**src/rtl/fp_mul_pipe.sv**
```systemverilog
// rtl/fp_mul_pipe.sv - 3-stage unsigned float multiplier; optional rounding via FP_MUL_ROUND_EN
module fp_mul_pipe #(
    parameter int HALVE = 0
) (
    input  logic        clk,
    input  logic        rst,
    input  logic        valid,
    input  logic [30:0] float_a,
    input  logic [30:0] float_b,
    input  logic [30:0] float_in_delay,
    output logic [30:0] float_out,
    output logic [30:0] float_out_delay,
    output logic        ready
);

    localparam logic [30:0] SAT_VALUE = 31'h7F7FFFFF;

    logic [2:0]         vld;

    logic [23:0]        sig_a1, sig_b1;
    logic signed [9:0]  exp1;
    logic               zero1, ovf1;
    logic [30:0]        dly1;

    logic [47:0]        prod2;
    logic signed [9:0]  exp2;
    logic               zero2, ovf2;
    logic [30:0]        dly2;

    logic [22:0]        man_t, man_f;
    logic [23:0]        man_r;
    logic               g, r, s, rnd_up;
    logic signed [9:0]  exp_n, exp_f;
    logic [30:0]        result;

    assign ready = vld[2];

    // Valid shift chain; one bit per pipeline stage.
    always_ff @(posedge clk or posedge rst) begin
        if (rst) vld <= 3'b000;
        else     vld <= {vld[1:0], valid};
    end

    // S1: capture significands with hidden 1, classify operands, sum exponents.
    always_ff @(posedge clk or posedge rst) begin
        if (rst) begin
            sig_a1 <= '0;
            sig_b1 <= '0;
            exp1   <= '0;
            zero1  <= 1'b0;
            ovf1   <= 1'b0;
            dly1   <= '0;
        end else if (valid) begin
            sig_a1 <= {1'b1, float_a[22:0]};
            sig_b1 <= {1'b1, float_b[22:0]};
            exp1   <= signed'({2'b00, float_a[30:23]} + {2'b00, float_b[30:23]}
                              - 10'd127 - 10'(HALVE));
            zero1  <= (float_a[30:23] == 8'd0) || (float_b[30:23] == 8'd0);
            ovf1   <= (float_a[30:23] == 8'hFF) || (float_b[30:23] == 8'hFF);
            dly1   <= float_in_delay;
        end
    end

    // S2: full 24x24 significand product.
    always_ff @(posedge clk or posedge rst) begin
        if (rst) begin
            prod2 <= '0;
            exp2  <= '0;
            zero2 <= 1'b0;
            ovf2  <= 1'b0;
            dly2  <= '0;
        end else if (vld[0]) begin
            prod2 <= 48'(sig_a1) * 48'(sig_b1);
            exp2  <= exp1;
            zero2 <= zero1;
            ovf2  <= ovf1;
            dly2  <= dly1;
        end
    end

    // S3 combinational: normalize, round, apply carry, then range-check.
    always_comb begin
        man_t  = '0;
        g      = 1'b0;
        r      = 1'b0;
        s      = 1'b0;
        exp_n  = exp2;
        if (prod2[47]) begin
            man_t = prod2[46:24];
            g     = prod2[23];
            r     = prod2[22];
            s     = |prod2[21:0];
            exp_n = exp2 + 10'sd1;
        end else begin
            man_t = prod2[45:23];
            g     = prod2[22];
            r     = prod2[21];
            s     = |prod2[20:0];
        end
`ifdef FP_MUL_ROUND_EN
        rnd_up = g & (r | s | man_t[0]);
`else
        // Truncation: the guard/round/sticky bits are simply dropped.
        rnd_up = (g | r | s) & 1'b0;
`endif
        man_r = {1'b0, man_t} + {23'd0, rnd_up};
        if (man_r[23]) begin
            man_f = '0;
            exp_f = exp_n + 10'sd1;
        end else begin
            man_f = man_r[22:0];
            exp_f = exp_n;
        end
        if (zero2)                  result = '0;
        else if (ovf2)              result = SAT_VALUE;
        else if (exp_f <= 10'sd0)   result = '0;
        else if (exp_f >= 10'sd255) result = SAT_VALUE;
        else                        result = {exp_f[7:0], man_f};
    end

    // S3 register: outputs hold their value between results.
    always_ff @(posedge clk or posedge rst) begin
        if (rst) begin
            float_out       <= '0;
            float_out_delay <= '0;
        end else if (vld[1]) begin
            float_out       <= result;
            float_out_delay <= dly2;
        end
    end

endmodule

```
**config.mk**
```make
export PLATFORM = sky130hd
export DESIGN_NAME = fp_mul_pipe
export DESIGN_NICKNAME = d
export VERILOG_FILES = /design/src/rtl/fp_mul_pipe.sv
export SDC_FILE = /design/constraint.sdc
export NUM_CORES = 2
export LEC_CHECK = 0
export CORE_UTILIZATION = 40
export CTS_BUF_LIST = sky130_fd_sc_hd__clkbuf_8
export DETAILED_ROUTE_END_ITERATION = 10
export PLACE_DENSITY = 0.64
export SYNTH_ARGS = -nofsm -noshare
export SYNTH_HDL_FRONTEND = slang
export SYNTH_SLANG_ARGS = --single-unit
```
**constraint.sdc**
```tcl
create_clock -name clk -period 12.88 [get_ports clk]
set_input_delay 2.576 -clock clk [delete_from_list [all_inputs] [get_ports clk]]
set_output_delay 2.576 -clock clk [all_outputs]
set_load 0.1 [all_outputs]
```
==> flow_metrics.env <==
export IMPL_drt_pass1_iter_count=5
export IMPL_path_common_cell="fa_1"
export IMPL_seq_area_frac_synth_pct=19.89
export IMPL_highest_layer="met5"
export IMPL_slew_headroom_pct=12.10
export IMPL_die_x_um=266.8
export IMPL_drive_above_1_share_pct=10.17
export IMPL_reg2regPathDepth=22
export IMPL_finalHoldViolCount=0
export IMPL_cts_tree="done"
export IMPL_worst_pin_slew_ps=1318
export IMPL_drt_iter0_markers=1250
export IMPL_hold_buffers=0
export IMPL_gp_congestion=0.8856
export IMPL_synthFlopType="dfrtp_1"
export IMPL_synth_nets=3562
export IMPL_yosysTopAreaCellShare_pct=34.40
export IMPL_nets=3652
export IMPL_cpPeakStageDelay_ps=1210
export IMPL_crit_fanout=25
export IMPL_synth_area_leaders="fa_1 34%, dfrtp_1 20%, ha_1 8.3%"
export IMPL_area_delta_synth_final_pct=11.47
export IMPL_first_global_vias=21350
export IMPL_n_fill_cell=6640
export IMPL_yosys_area_top_type="fa_1"
export IMPL_track_usage_pct=20.92
export IMPL_ys_ff_latch=223
export IMPL_clock_latency_ps=630
export IMPL_htreeDepth=2
export IMPL_syn_inst=2798
export IMPL_slew_viol_final=0
export IMPL_portBuffers=158
export IMPL_wl_met2_um=32060
export IMPL_antenna_cells=0
export IMPL_yosysUniqueCellTypes=71
export IMPL_hold_end="float_out_delay[17]"
export IMPL_min_path_cells=1
export IMPL_worstPathRequired_ps=13450
export IMPL_cts_made_buffers=43
export IMPL_synth_most_common_cell="inv_1"
export IMPL_fin_crit_ps=7572
export IMPL_cts_num_sinks=223
export IMPL_antenna_found_initial=2
export IMPL_cts_resized=0
export IMPL_critPathKind="flip-flop to flip-flop"
export IMPL_chipHeight_um=266.8
export IMPL_ant_nets=0
export IMPL_grt_setup_unrepaired="no"
export IMPL_grt_max_degree=92
export IMPL_coreArea_sq_mm=0.06895
export IMPL_wire_per_inst_um=18.25
export IMPL_worstHoldStart="dly2[17]"
export IMPL_wl_met3_um=6019
export IMPL_path_buf_inv=5
export IMPL_drc=0
export IMPL_grt_ovfl_total=0
export IMPL_synthTopCellsByCount="574 x inv_1, 482 x fa_1, 338 x nand2_1"
export IMPL_async_flop_share_pct=100.0
export IMPL_ff2ff_setup_slack_ps=5310
export IMPL_cp_start_kind="flip-flop"
export IMPL_dp_hpwl_um=52040
export IMPL_regToRegEndpoint="prod2[40]"
export IMPL_ys_warn_count=0
export IMPL_drt_wl_total_um=70130
export IMPL_holdCritPathClass="flip-flop to flip-flop"
export IMPL_vias_per_cell=5.085
export IMPL_drt_met1_wl_um=30660
export IMPL_cpMaxStageDelayCell="dfrtp_1"
export IMPL_cp_cell_sequence="nand2_1, fa_1, inv_1, fa_1, inv_1, fa_1, inv_1, fa_1, fa_1, fa_1, inv_1, fa_1, inv_1, ha_1, nand2_1, nor3_1, o2111ai_1, a211oi_1, nor2_1, a21o_1, or4b_1, nand3_1"
export IMPL_endpoint_kind="flip-flop"
export IMPL_synth_edf_count=0
export IMPL_clkSlewWorstSetupHoldPaths_ps=60
export IMPL_cts_buffer_depth=3
export IMPL_syn_area_sq_mm=0.02805
export IMPL_die_area_sq_mm=0.07119
export IMPL_fmax_mhz=132.1
export IMPL_root_buffer="clkbuf_8"
export IMPL_max_cap_violations=0
export IMPL_finalSetupViolations=0
export IMPL_rows=96
export IMPL_start_util_pct=40.68
export IMPL_reg2reg_from="sig_b1[15]"
export IMPL_post_cts_setup_buffers=0
export IMPL_crit_family="adder cells"
export IMPL_skew_ps=53.03
export IMPL_arrival_ps=8140
export IMPL_status="finished clean"
export IMPL_syn_area_per_cell_sq_um=10.02
export IMPL_setup_tns_ps=0
export IMPL_cp_depth=22
export IMPL_grt_pass1_wl_um=117000
export IMPL_dr_total_vias=19540
export IMPL_ios=159
export IMPL_fin_crit_sh_pct=58.79
## layout by cell type, fill, tap and decap left out, types with 4 or more instances in the layout
cell type        count
xor2_1              14
clkbuf_8            48
nor4_1               6
o221a_1             30
and2_1             282
a21o_1              17
nor2_1              31
inv_1              584
and3_1               6
a31oi_1              6
xnor2_1             17
nand2b_1             5
a21oi_1             57
nor3_1              11
a211oi_1             8
o211ai_1             5
nor2b_1              4
o21ai_0             14
o21ai_1             10
nand2_1            338
a21oi_2             20
nand4_1             16
mux2_2             170
buf_4               35
o21bai_1            10
mux2i_1             23
o31ai_1              5
o21a_1               5
clkdlybuf4s50_1    157
dfrtp_1            221
ha_1               186
nand3_1             29
fa_1               482
## cell families (layout without fill, tap and decap cells)
family / after synthesis / after routing / share of synthesized area (%)
buf+inv: 722 / 835 / 9.773
xor+xnor: 32 / 32 / 1.026
simple gates: 745 / 745 / 13.28
flops: 223 / 223 / 19.89
compound gates: 215 / 215 / 5.679
fa+ha+maj: 668 / 668 / 42.70
mux: 193 / 193 / 7.646
## area by class of cell
class	instances	area (sq um)	share of cell area, %
well taps	931	1165	3.725
multi-input cells	1853	19730	63.09
inverters	575	2166	6.927
clock buffers	48	660.6	2.113
flip-flops and latches	223	5585	17.86
repair buffers	192	1834	5.866
clock inverters	20	128.9	0.4122
## stage by stage
step	instance area [sq um]	util (%)	hold WS, ps	setup slack, ps	cells
5_1_grt	31270	45.35	513.4	4908	3842
3_3_place_gp	30480	44.21	484.5	5399	3774
4_1_cts	31270	45.35	482.3	5306	3842
2_1_floorplan	28050	-	373.1	4198	2798
6_report	31270	45.35	497.3	5308	3842
3_5_place_dp	30480	44.21	486.2	5324	3774
## metal layers
layer,GRT usage (%),up-vias
met2,33.20,591
li1,-,8768
met3,5.416,93
met5,0,-
met1,28.60,10080
met4,4.769,2
## state kept, by name (all words and copies together) (netlist names)
| name | cells |
|---|---|
| float_out_delay | 31 |
| exp1 | 10 |
| zero1 | 1 |
| zero2 | 1 |
| dly1 | 31 |
| ovf2 | 1 |
| ovf1 | 1 |
| sig_b1 | 23 |
| prod2 | 25 |
| float_out | 31 |
| sig_a1 | 24 |
| vld | 3 |
| dly2 | 31 |
| exp2 | 10 |
## worst max-delay path by stage
| stage | start | to | slack, ps |
|---|---|---|---|
| after floorplan | rst | dly1[0] | 4200 |
| final | sig_b1[15] | prod2[40] | 5310 |
| after global placement | sig_b1[15] | prod2[40] | 5400 |
| after detailed placement | sig_b1[15] | prod2[40] | 5320 |
| after global routing | sig_b1[15] | prod2[42] | 4910 |
| after CTS | sig_b1[15] | prod2[40] | 5310 |
Power is not shown: default switching activity piles up to over one toggle a cycle in this logic, so the estimate is an artifact.
